[config.mk]
export PLATFORM = sky130hd
export DESIGN_NAME = dest_fwd_pipe
export DESIGN_NICKNAME = d
export VERILOG_FILES = /design/src/rtl/pipe_defs.sv /design/src/rtl/fwd_cmp.sv /design/src/rtl/dest_fwd_pipe.sv
export SDC_FILE = /design/constraint.sdc
export NUM_CORES = 1
export LEC_CHECK = 0
export CORE_MARGIN = 2
export CORE_UTILIZATION = 45
export CTS_BUF_LIST = sky130_fd_sc_hd__clkbuf_16
export CTS_CLUSTER_DIAMETER = 120
export DETAILED_ROUTE_END_ITERATION = 8
export DONT_BUFFER_PORTS = 1
export GPL_TIMING_DRIVEN = 0
export PLACE_DENSITY = 0.66
export SLEW_MARGIN = 20
export SYNTH_ARGS = -nofsm -noshare
export SYNTH_HDL_FRONTEND = slang
export SYNTH_SLANG_ARGS = --single-unit
[constraint.sdc]
create_clock -name clk -period 1 [get_ports clk]
set_input_delay 0.05 -clock clk [delete_from_list [all_inputs] [get_ports clk]]
set_output_delay 0.05 -clock clk [all_outputs]
set_load 0.005 [all_outputs]
[src/rtl/pipe_defs.sv]
`default_nettype none
// ============================================================================
// Package     : pipe_defs
// Description : Shared constants and types for the destination/forwarding
//               pipeline: forwarding-select codes, register-address width,
//               the hard-wired zero register and the pipeline entry record.
// Revision    : 1.0 - initial release
// ============================================================================
package pipe_defs;

    localparam int REG_ADDR_W = 5;

    localparam logic [1:0] FWD_NONE = 2'b00;
    localparam logic [1:0] FWD_WB   = 2'b01;
    localparam logic [1:0] FWD_MEM  = 2'b10;

    localparam logic [REG_ADDR_W-1:0] ZERO_REG = 5'd0;

    typedef logic [1:0] fwd_sel_t;

    // One in-flight destination record carried down the pipe
    typedef struct packed {
        logic [REG_ADDR_W-1:0] dest;
        logic                  reg_write;
        logic                  mem_to_reg;
    } pipe_entry_t;

    // Build an entry for capture; register $0 is never a real write target
    function automatic pipe_entry_t make_entry(
        input logic [REG_ADDR_W-1:0] dest,
        input logic                  reg_write,
        input logic                  mem_to_reg
    );
        pipe_entry_t e;
        e.dest       = dest;
        e.reg_write  = reg_write && (dest != ZERO_REG);
        e.mem_to_reg = mem_to_reg;
        return e;
    endfunction

endpackage : pipe_defs
`default_nettype wire

[src/rtl/fwd_cmp.sv]
`default_nettype none
// ============================================================================
// Module      : fwd_cmp
// Description : Priority forwarding compare for one source operand. The MEM
//               stage (newest producer) wins over WB; source $0 never
//               forwards. Compare logic exists only when DEST_FWD_EN is
//               defined, otherwise the select is tied to FWD_NONE.
// Macro       : DEST_FWD_EN
// Revision    : 1.0 - initial release
// ============================================================================
module fwd_cmp
    import pipe_defs::*;
(
    input  logic [REG_ADDR_W-1:0] src_i,
    input  logic [REG_ADDR_W-1:0] dest_mem_i,
    input  logic                  reg_write_mem_i,
    input  logic [REG_ADDR_W-1:0] dest_wb_i,
    input  logic                  reg_write_wb_i,
    output fwd_sel_t              fwd_o
);

`ifdef DEST_FWD_EN
    logic w_mem_hit;
    logic w_wb_hit;

    assign w_mem_hit = reg_write_mem_i && (dest_mem_i == src_i) && (dest_mem_i != ZERO_REG);
    assign w_wb_hit  = reg_write_wb_i  && (dest_wb_i  == src_i) && (dest_wb_i  != ZERO_REG);

    // Newest producer first: MEM, then WB, otherwise read the register file
    always_comb begin
        fwd_o = FWD_NONE;
        if (w_mem_hit) begin
            fwd_o = FWD_MEM;
        end else if (w_wb_hit) begin
            fwd_o = FWD_WB;
        end
    end
`else
    logic unused_cmp_inputs;

    assign unused_cmp_inputs = ^{src_i, dest_mem_i, reg_write_mem_i, dest_wb_i, reg_write_wb_i};
    assign fwd_o             = FWD_NONE;
`endif

endmodule : fwd_cmp
`default_nettype wire

[src/rtl/dest_fwd_pipe.sv]
`default_nettype none
// ============================================================================
// Module      : dest_fwd_pipe
// Description : Two-entry destination pipeline (EX/MEM, MEM/WB) carrying the
//               write destination, write enable and load flag, plus operand
//               forwarding selects for rs/rt. Flush bubbles EX/MEM and has
//               priority over stall; stall holds both entries.
// Macro       : DEST_FWD_EN - when defined, forwarding compares are built;
//               when undefined, fwd_a/fwd_b are tied to 2'b00.
// Revision    : 1.0 - initial release
// ============================================================================
module dest_fwd_pipe
    import pipe_defs::*;
(
    input  logic                  clk,
    input  logic                  rst,
    input  logic                  stall,
    input  logic                  flush,
    input  logic [REG_ADDR_W-1:0] dest_ex,
    input  logic                  reg_write_ex,
    input  logic                  mem_to_reg_ex,
    input  logic [REG_ADDR_W-1:0] rs_ex,
    input  logic [REG_ADDR_W-1:0] rt_ex,
    output logic [REG_ADDR_W-1:0] dest_mem,
    output logic [REG_ADDR_W-1:0] dest_wb,
    output logic                  reg_write_mem,
    output logic                  reg_write_wb,
    output logic                  mem_to_reg_mem,
    output logic                  mem_to_reg_wb,
    output logic [1:0]            fwd_a,
    output logic [1:0]            fwd_b
);

    pipe_entry_t ex_mem_q, ex_mem_d;
    pipe_entry_t mem_wb_q, mem_wb_d;

    // Next-state: flush bubbles EX/MEM while WB still advances; stall holds all
    always_comb begin
        ex_mem_d = ex_mem_q;
        mem_wb_d = mem_wb_q;
        if (flush) begin
            ex_mem_d = '0;
            mem_wb_d = ex_mem_q;
        end else if (!stall) begin
            ex_mem_d = make_entry(dest_ex, reg_write_ex, mem_to_reg_ex);
            mem_wb_d = ex_mem_q;
        end
    end

    // Pipeline registers; reset discards both in-flight entries immediately
    always_ff @(posedge clk or posedge rst) begin
        if (rst) begin
            ex_mem_q <= '0;
            mem_wb_q <= '0;
        end else begin
            ex_mem_q <= ex_mem_d;
            mem_wb_q <= mem_wb_d;
        end
    end

    assign dest_mem       = ex_mem_q.dest;
    assign reg_write_mem  = ex_mem_q.reg_write;
    assign mem_to_reg_mem = ex_mem_q.mem_to_reg;
    assign dest_wb        = mem_wb_q.dest;
    assign reg_write_wb   = mem_wb_q.reg_write;
    assign mem_to_reg_wb  = mem_wb_q.mem_to_reg;

    fwd_cmp u_fwd_rs (
        .src_i           (rs_ex),
        .dest_mem_i      (ex_mem_q.dest),
        .reg_write_mem_i (ex_mem_q.reg_write),
        .dest_wb_i       (mem_wb_q.dest),
        .reg_write_wb_i  (mem_wb_q.reg_write),
        .fwd_o           (fwd_a)
    );

    fwd_cmp u_fwd_rt (
        .src_i           (rt_ex),
        .dest_mem_i      (ex_mem_q.dest),
        .reg_write_mem_i (ex_mem_q.reg_write),
        .dest_wb_i       (mem_wb_q.dest),
        .reg_write_wb_i  (mem_wb_q.reg_write),
        .fwd_o           (fwd_b)
    );

endmodule : dest_fwd_pipe
`default_nettype wire

==> results of run 1 <==
final cells by class:
type                    instances  area (um2)
plain buffers                   7       60.06
inverters                       1       3.754
clock buffers                   3       75.07
fillers                       123       505.5
well taps                      15       18.77
flip-flops and latches         14       350.3
multi-input cells              29       217.7
repair buffers                  7       70.07
state kept, by name, summed over array words and instances (netlist names):
name / count
dest_mem: 5
dest_wb: 5
mem_to_reg_mem: 1
mem_to_reg_wb: 1
reg_write_mem: 1
reg_write_wb: 1
per-stage QoR:
stage | hold WS [ns] | total power [uW] | area [um2] | cells | setup WS [ns]
2_1_floorplan | -0.06078 | 735.2 | 631.9 | 51 | 0.1446
3_5_place_dp | 0.001823 | 760.3 | 650.6 | 66 | 0.07070
6_report | 0.002362 | 1497 | 795.8 | 76 | 0.1951
5_1_grt | 0.01499 | 1557 | 795.8 | 76 | 0.1712
3_3_place_gp | 0.004960 | 753.2 | 650.6 | 66 | 0.08141
4_1_cts | 0.001222 | 1521 | 795.8 | 76 | 0.1911
per-layer routing:
metal	up-vias	routed length [um]
li1	175	-
met1	172	465
met2	22	566
met3	2	122
met4	0	22
met5	-	0
placed cells by master (no fill, tap or decap):
cell type / count
buf_6: 2
mux2_2: 7
o21ai_1: 1
nand2b_4: 1
dfrtp_1: 14
clkbuf_16: 3
buf_4: 5
a21oi_1: 1
mux2i_1: 6
nor2b_1: 1
nand2_1: 1
or4_1: 1
dlygate4sd3_1: 7
conb_1: 4
inv_1: 1
nor2_1: 6
cell families after synthesis:
group | count (synthesis)
AO/OA/AOI/OAI | 2
buffers and inverters | 8
flip-flops | 14
multiplexers | 13
other | 1
AND/OR/NAND/NOR | 10
power by group:
part           switching, uW  total, uW  leakage, uW  internal, uW
clock network            206        726    0.0000370           521
logic                   56.0        134     0.000184          78.0
registers               31.0        637     0.000186           606
total                    292       1500     0.000407          1200
worst max-delay path by stage:
stage,start,endpoint,depth (start not counted)
3_3_place_gp,dest_ex[1],reg_write_mem,3
2_1_floorplan,dest_ex[1],reg_write_mem,3
5_1_grt,mem_to_reg_mem,mem_to_reg_wb,1
3_5_place_dp,dest_ex[1],reg_write_mem,3
4_1_cts,mem_to_reg_mem,mem_to_reg_wb,1
6_report,reg_write_mem,reg_write_wb,1
timing repair:
action	CTS	global route
endpoints found under the hold margin	20	0
hold buffers	7	0
resized for setup	0	0
==> reports/summary.txt, run 1 <==
status - finished clean
cell depth of the worst flop-to-flop path - 1
setup total negative slack - 0 ns
total leakage power - 0.0004066 uW
Worst setup SP type - flop
# setup viols final - 0
Boundary Pins - 39
CTS clk-pin slew, worst paths - 0.04 ns
GR Layer Usage met3 - 6.522%
Clock Latency Late Sink - 0.24 ns
GR Layer Usage met2 - 30.47%
setup fix buffers added after clock tree synthesis - 0
portion of the clock cycle consumed by the worst path in the final layout - 80.49%
most frequent cells after synthesis - dfrtp_1, mux2_2, mux2i_1, nor2_1, buf_4
unrepaired setup endpoints after global routing - no
ratio of total power to cell area - 1881 mW/mm2
kind of path behind the tightest hold check - input pin to flop
predominant post-synthesis flop cell - dfrtp_1
cell family with most CP delay - flip-flops
Detailed Routing Iterations Pass 1 - 4
Critical Path Max Stage Delay - 0.40 ns
share of cells above drive strength 1 - 29.51%
initial antenna violation count - 0
worst min-delay path endpoint - dest_mem[0]
H-tree Lvls - 1
simple-gate area share of the yosys netlist - 8.669%
area fraction in compound gates after synthesis - 1.613%
most frequently used cell type in the post-synthesis netlist - dfrtp_1
max-slew violation total from the final report - 0
top cell type by total area after synthesis - dfrtp_1
number of buffers between clock root and the deepest sink - 2
clock root buffer - clkbuf_16
core area - 0.001301 mm2
vias per std cell - 4.882
highest-delay cell along the critical path - dfrtp_1
number of enable flip-flop cells after synthesis - 0
data arrival time of the worst path - 0.93 ns
pin count of the biggest net entering global routing - 15
CTS sink count - 14
part of the Yosys area used for sequential elements - 56.45%
global placement routability congestion - 0.6085
Post-Synthesis Cells - 48
worst-case headroom to the max-slew limit - 65.29%
number of antenna diodes - 0
PortBufs - 0
share of synthesized area spent on multiplexers - 22.38%
crit path buf inv count - 0
CP required - 1.12 ns
number of warning messages in the yosys log - 0
fraction of registers with async set/reset - 100.0%
Period minus WS final - 0.8049 ns
worst reg2reg endpoint - reg_write_wb
Overall Global Routing Usage - 17.84%
origin of the critical flop-to-flop path - reg_write_mem
wire length of the first global-routing pass - 1766 um
number of DRC violations after detailed routing - 0
CP Max Fanout - 3
#FFs+latches synth - 14
row cnt - 13
total of max-cap violations - 0
vias in the first global route - 415
post-DR wirelength/cell - 15.49 um
Finished Core Util - 61.15%
post-detailed-routing wire length - 1177 um
TritonCTS clock tree - built
pin slew with the least headroom to its limit - 0.5201 ns
number of endpoints with negative hold slack in the final report - 0
number of unique standard cell types used by synthesis - 14
cell count of the worst hold path - 2
worst voltage drop across the vdd grid - 1.258 mV
iteration-0 DRC count of the detailed router - 1
Synth area leaders - dfrtp_1, mux2_2, mux2i_1, buf_4, buf_6
total CTS buffers - 3
highest-utilization routing layer at the global route stage - met2
Initial Util - 47.69%
largest family of logic cells by synthesized area - multiplexers
grt ovf - 0
post-synth top area share - 56.45%
chip width - 41.14 um
layout-stage area growth over the synthesis result - 28.23%
antenna-violating nets left - 0
path type of the worst setup path - flop to flop
area enclosed by the die boundary - 0.001692 mm2
final setup skew - 0.003170 ns
adder and majority gate portion of the synthesized area - 0%
critical path cell sequence - mux2_2
highest clock rate - 1242 MHz
Post-Syn Area - 620.6 um2
global routing usage on met1 - 18.84%
number of vias after detailed routing - 371
floorplan die height - 41.14 um
kind of end point of the critical path - flop
xor and xnor area share after synthesis - 0%
final-stage net count - 84
mean instance size in the synthesized netlist - 12.93 um2
register-to-register path setup slack - 0.20 ns
startpoint of the worst hold path - flush
(Power assumes the default switching activity.)
==> inputs of run 2 (changes only) <==
==> constraint.sdc (replaced) <==
create_clock -name clk -period 0.8 [get_ports clk]
set_input_delay 0.04 -clock clk [delete_from_list [all_inputs] [get_ports clk]]
set_output_delay 0.04 -clock clk [all_outputs]
set_load 0.005 [all_outputs]
==> run 2 against run 1 <==
  * The flow now finishes with violations (negative hold slack)
  * Clock power increased by 23%
  * Largest cell class unchanged
  * Critical path type unchanged
  * Final cell count unchanged
  * First-iteration DRC count grew to 3.0 times the previous value
  * Combinational power is 36% higher
==> reports/summary.txt, run 2 (synthesis results as in run 1) <==
critical path cell sequence - mux2_4
violated checks - negative hold slack
wire length of the first global-routing pass - 1614 um (-8.6%)
register-to-register path setup slack - 0.01 ns (-0.18 ns)
grt ovf - 0 (unchanged)
core area - 0.001301 mm2 (unchanged)
Overall Global Routing Usage - 16.08% (-1.8 points)
vias per std cell - 5.039 (+3.2%)
unrepaired setup endpoints after global routing - yes
kind of end point of the critical path - flop
number of vias after detailed routing - 383 (+3.2%)
total of max-cap violations - 0 (unchanged)
total CTS buffers - 3 (unchanged)
PortBufs - 0 (unchanged)
max-slew violation total from the final report - 0 (unchanged)
post-DR wirelength/cell - 14.01 um (-9.5%)
pin slew with the least headroom to its limit - 0.5150 ns (-0.005051 ns)
Setup crit end - dest_wb[1]
# fillers - 124 (+0.81%)
final setup skew - 0.002406 ns (-0.0007638 ns)
worst voltage drop across the vdd grid - 1.350 mV (+7.3%)
final-stage net count - 84 (unchanged)
number of antenna diodes - 0 (unchanged)
status - complete, but fails checks
cell depth of the worst flop-to-flop path - 1 (unchanged)
# setup viols final - 0 (unchanged)
path type of the worst setup path - flop to flop
post-detailed-routing wire length - 1065 um (-9.5%)
CTS sink count - 14 (unchanged)
origin of the critical flop-to-flop path - dest_mem[1]
CP Max Fanout - 3 (unchanged)
portion of the clock cycle consumed by the worst path in the final layout - 98.47% (+18 points)
data arrival time of the worst path - 0.90 ns (-0.03 ns)
row cnt - 13 (unchanged)
Period minus WS final - 0.7877 ns (-0.01712 ns)
area enclosed by the die boundary - 0.001692 mm2 (unchanged)
floorplan die height - 41.14 um (unchanged)
number of endpoints with negative hold slack in the final report - 7 (+7)
CTS clk-pin slew, worst paths - 0.04 ns (about the same)
Detailed Routing Iterations Pass 1 - 5 (+1)
number of DRC violations after detailed routing - 0 (unchanged)
layout-stage area growth over the synthesis result - 31.85%
H-tree Lvls - 1 (unchanged)
ratio of total power to cell area - 2289 mW/mm2 (+22%)
cell family with most CP delay - flip-flops
most common library cell in the layout ignoring fill and taps - dfrtp_1
Clock Latency Late Sink - 0.24 ns (about the same)
antenna-violating nets left - 0 (unchanged)
Initial Util - 47.69% (unchanged)
vias in the first global route - 356 (-14%)
highest clock rate - 1269 MHz (+2.2%)
initial antenna violation count - 0 (unchanged)
TritonCTS clock tree - built
iteration-0 DRC count of the detailed router - 3 (+2)
CP required - 0.92 ns (-0.20 ns)
pin count of the biggest net entering global routing - 15 (unchanged)
Boundary Pins - 39 (unchanged)
clock root buffer - clkbuf_16
kind of path behind the tightest hold check - input pin to flop
worst-case headroom to the max-slew limit - 65.63% (+0.34 points)
hold slack - -0.009847 ns (-0.01221 ns)
Critical Path Max Stage Delay - 0.40 ns (about the same)
share of cells above drive strength 1 - 29.51% (unchanged)
crit path buf inv count - 0 (unchanged)
launch point of the critical path - dest_mem[1]
setup total negative slack - 0 ns (unchanged)
placed wire-length estimate - 719.7 um
Crit path depth - 1 (unchanged)
total leakage power - 0.0004257 uW (+4.7%)
leading cell types in the layout, fill and taps excluded - dfrtp_1, dlygate4sd3_1, mux2i_1, nor2_1, mux2_4
number of buffers between clock root and the deepest sink - 2 (unchanged)
highest-delay cell along the critical path - dfrtp_1
chip width - 41.14 um (unchanged)
Worst setup SP type - flop
worst reg2reg endpoint - dest_wb[1]
global placement routability congestion - 0.6162 (+1.3%)
==> run 2: routing by layer <==
metal	up-vias	share of wire, %	GRT usage [%]
met2	20	46	23.05
met4	0	0.94	12.10
met1	186	45	19.66
li1	175	-	-
met3	2	8.5	5.435
met5	-	0	0
==> run 2: power by group <==
part | total [uW] | switching (uW) | internal, uW
Combinational | 182 | 71.2 | 110
Sequential | 797 | 39.5 | 757
Clock | 895 | 245 | 650
==> run 2: cell type report <==
class / instances / area [um2] / share of cell area (%)
Clock buffer: 3 / 75.07 / 9.174
Tap cell: 15 / 18.77 / 2.294
Timing Repair Buffer: 7 / 70.07 / 8.563
Buffer: 7 / 63.81 / 7.798
Inverter: 1 / 3.754 / 0.4587
Sequential cell: 14 / 350.3 / 42.81
Multi-Input combinational cell: 29 / 236.5 / 28.90
==> run 2: how the worst min path moves through the flow <==
stage,start,end,slack [ns],depth (start not counted)
after floorplan,rst,dest_mem[0],-0.07,1
after global placement,rst,mem_to_reg_wb,-0.002,1
after detailed placement,rst,mem_to_reg_mem,-0.007,1
after CTS,dest_ex[0],reg_write_mem,0.002,2
after global routing,flush,dest_mem[1],0.008,2
final,flush,reg_write_mem,-0.01,2
==> run 2: repair_timing <==
action                     CTS  global route
hold buffers                 8             0
resized for setup            0             5
hold endpoints to repair    21             0
setup endpoints to repair    0            13
setup buffers                0             0
==> run 2: per-stage QoR <==
stage	cell area, um2	total power, uW	worst slack [ns]	std cells	utilization, %
after detailed placement	654.4	947.9	-0.1123	66	50.29
after floorplan	635.6	920.7	-0.04544	51	-
after global placement	654.4	943.2	-0.1092	66	50.29
final	818.3	1873	0.01227	76	62.88
after CTS	809.5	1882	0.008616	77	62.21
after global routing	818.3	1969	-0.01164	76	62.88
==> inputs of run 3 (changes only) <==
--- a/config.mk
+++ b/config.mk
@@ -5,14 +5,16 @@
 export SDC_FILE = /design/constraint.sdc
 export NUM_CORES = 1
 export LEC_CHECK = 0
+export CELL_PAD_IN_SITES_DETAIL_PLACEMENT = 1
+export CELL_PAD_IN_SITES_GLOBAL_PLACEMENT = 1
 export CORE_MARGIN = 2
-export CORE_UTILIZATION = 45
+export CORE_UTILIZATION = 42
 export CTS_BUF_LIST = sky130_fd_sc_hd__clkbuf_16
 export CTS_CLUSTER_DIAMETER = 120
 export DETAILED_ROUTE_END_ITERATION = 8
 export DONT_BUFFER_PORTS = 1
 export GPL_TIMING_DRIVEN = 0
-export PLACE_DENSITY = 0.66
+export PLACE_DENSITY = 0.78
 export SLEW_MARGIN = 20
 export SYNTH_ARGS = -nofsm -noshare
 export SYNTH_HDL_FRONTEND = slang
==> run 3 against run 2 <==
  * The flow finishes with violations (negative setup slack)
  * Sequential cell count stayed put
  * Final area up 2.4%
  * Final cell count grew 2.6%
  * Core utilization about the same
  * First-iteration DRC count did not move
  * Setup slack got worse by 0.018 ns
  * Power up 1.7%
  * Register-to-register slack got worse by 0.02 ns
  * Fmax down 2.3%
  * Critical path type unchanged
  * Largest power group unchanged
==> reports/summary.txt, run 3 (synthesis results as in run 1) <==
Detailed Routing Iterations Pass 1 - 4 (-1)
total of max-cap violations - 0 (unchanged)
Boundary Pins - 39 (unchanged)
kind of path behind the tightest hold check - input pin to flop
worst-case headroom to the max-slew limit - 64.33% (-1.3 points)
final-stage net count - 86 (+2.4%)
iteration-0 DRC count of the detailed router - 3 (unchanged)
pin slew with the least headroom to its limit - 0.5344 ns (+0.01937 ns)
CTS sink count - 14 (unchanged)
pin count of the biggest net entering global routing - 15 (unchanged)
Clock Latency Late Sink - 0.24 ns (about the same)
grt ovf - 0 (unchanged)
clock root buffer - clkbuf_16
Overall Global Routing Usage - 17.83% (+1.8 points)
core area - 0.001334 mm2 (+2.5%)
number of antenna diodes - 0 (unchanged)
number of buffers between clock root and the deepest sink - 2 (unchanged)
chip width - 42.44 um (+3.2%)
path type of the worst setup path - flop to flop
H-tree Lvls - 1 (unchanged)
most common library cell in the layout ignoring fill and taps - dfrtp_1
TritonCTS clock tree - built
row cnt - 13 (unchanged)
cell family with most CP delay - flip-flops
post-detailed-routing wire length - 1403 um (+32%)
Period minus WS final - 0.8061 ns (+0.01838 ns)
setup fix buffers added after clock tree synthesis - 0 (unchanged)
leading cell types in the layout, fill and taps excluded - dfrtp_1, dlygate4sd3_1, mux2i_1, nor2_1, mux2_4
crit path buf inv count - 0 (unchanged)
standard cell area after detailed placement - 654.4 um2 (unchanged)
number of endpoints with negative hold slack in the final report - 0 (-7)
PortBufs - 0 (unchanged)
layout-stage area growth over the synthesis result - 35.08%
floorplan die height - 42.44 um (+3.2%)
post-DR wirelength/cell - 17.99 um (+28%)
total leakage power - 0.0004341 uW (+2.0%)
number of vias after detailed routing - 396 (+3.4%)
violated checks - negative setup slack
data arrival time of the worst path - 0.93 ns (+0.03 ns)
CP required - 0.92 ns (about the same)
share of cells above drive strength 1 - 28.57% (-0.94 points)
setup total negative slack - -0.008569 ns (-0.008569 ns)
# setup viols final - 3 (+3)
initial antenna violation count - 0 (unchanged)
final setup skew - 0.002958 ns (+0.0005520 ns)
area enclosed by the die boundary - 0.001801 mm2 (+6.4%)
ratio of total power to cell area - 2271 mW/mm2 (-0.77%)
worst voltage drop across the vdd grid - 1.349 mV (about the same)
Finished Core Util - 62.85% (about the same)
Worst setup SP type - flop
Initial Util - 46.53% (-1.2 points)
vias per std cell - 5.077 (+0.74%)
hold slack - 0.01671 ns (+0.02656 ns)
critical path cell sequence - mux2_4
highest clock rate - 1241 MHz (-2.3%)
CP Max Fanout - 3 (unchanged)
kind of end point of the critical path - flop
total CTS buffers - 3 (unchanged)
status - complete, but fails checks
portion of the clock cycle consumed by the worst path in the final layout - 100.8% (+2.3 points)
unrepaired setup endpoints after global routing - yes
CTS clk-pin slew, worst paths - 0.04 ns (about the same)
Critical Path Max Stage Delay - 0.41 ns (about the same)
highest-delay cell along the critical path - dfrtp_1
vias in the first global route - 473 (+33%)
global placement routability congestion - 0.6775 (+9.9%)
total non-filler cell area in the finished layout - 838.3 um2 (+2.4%)
Final WS setup - -0.006110 ns (-0.01838 ns)
max-slew violation total from the final report - 0 (unchanged)
wire length of the first global-routing pass - 2263 um (+40%)
antenna-violating nets left - 0 (unchanged)
number of DRC violations after detailed routing - 0 (unchanged)
==> run 3: cell count changes in the layout (fill, tap and decap cells not counted) <==
cell,before,now
dlygate4sd3_1,7,9
==> run 3: area by class of cell <==
class	count	area, um2
Fill cell	138	495.5
Sequential cell	14	350.3
Multi-Input combinational cell	29	236.5
Timing Repair Buffer	9	90.09
Clock buffer	3	75.07
Buffer	7	63.81
Tap cell	15	18.77
Inverter	1	3.754
==> run 3: report_power, final <==
group | switching, uW | internal, uW
sequential | 42.6 | 757
combinational | 78.4 | 117
clock | 258 | 651
==> run 3: final timing paths <==
check,cells after the start,slack [ns],startpoint,to
max,1,-0.006,dest_mem[4],dest_wb[4]
max reg2reg,1,-0.006,dest_mem[4],dest_wb[4]
min in group asynchronous,2,0.28,rst,mem_to_reg_wb
min,2,0.02,dest_ex[0],reg_write_mem
max in group asynchronous,2,0.16,rst,dest_mem[2]
min reg2reg,1,0.54,reg_write_wb,reg_write_wb
==> run 3: per-stage QoR <==
stage | power, uW | instances | setup slack (ns)
4_1_cts | 1897 | 78 | 0.0009931
5_1_grt | 1974 | 78 | -0.04162
3_3_place_gp | 943.4 | 66 | -0.09401
6_report | 1904 | 78 | -0.006110
3_5_place_dp | 949.4 | 66 | -0.1214
2_1_floorplan | 920.7 | 51 | -0.04544
==> run 3: metal layers <==
metal  vias up  track usage, %  wire, um
met5         -               0         0
met4         0           9.375        25
met2        18           30.46       743
met3         4           4.741        95
li1        182               -         -
met1       192           20.05       538
==> run 3: repair_timing <==
action,4_1_cts,5_1_grt
setup endpoints to repair,0,7
hold buffers,9,0
gates resized for setup,0,5
endpoints found under the hold margin,21,0
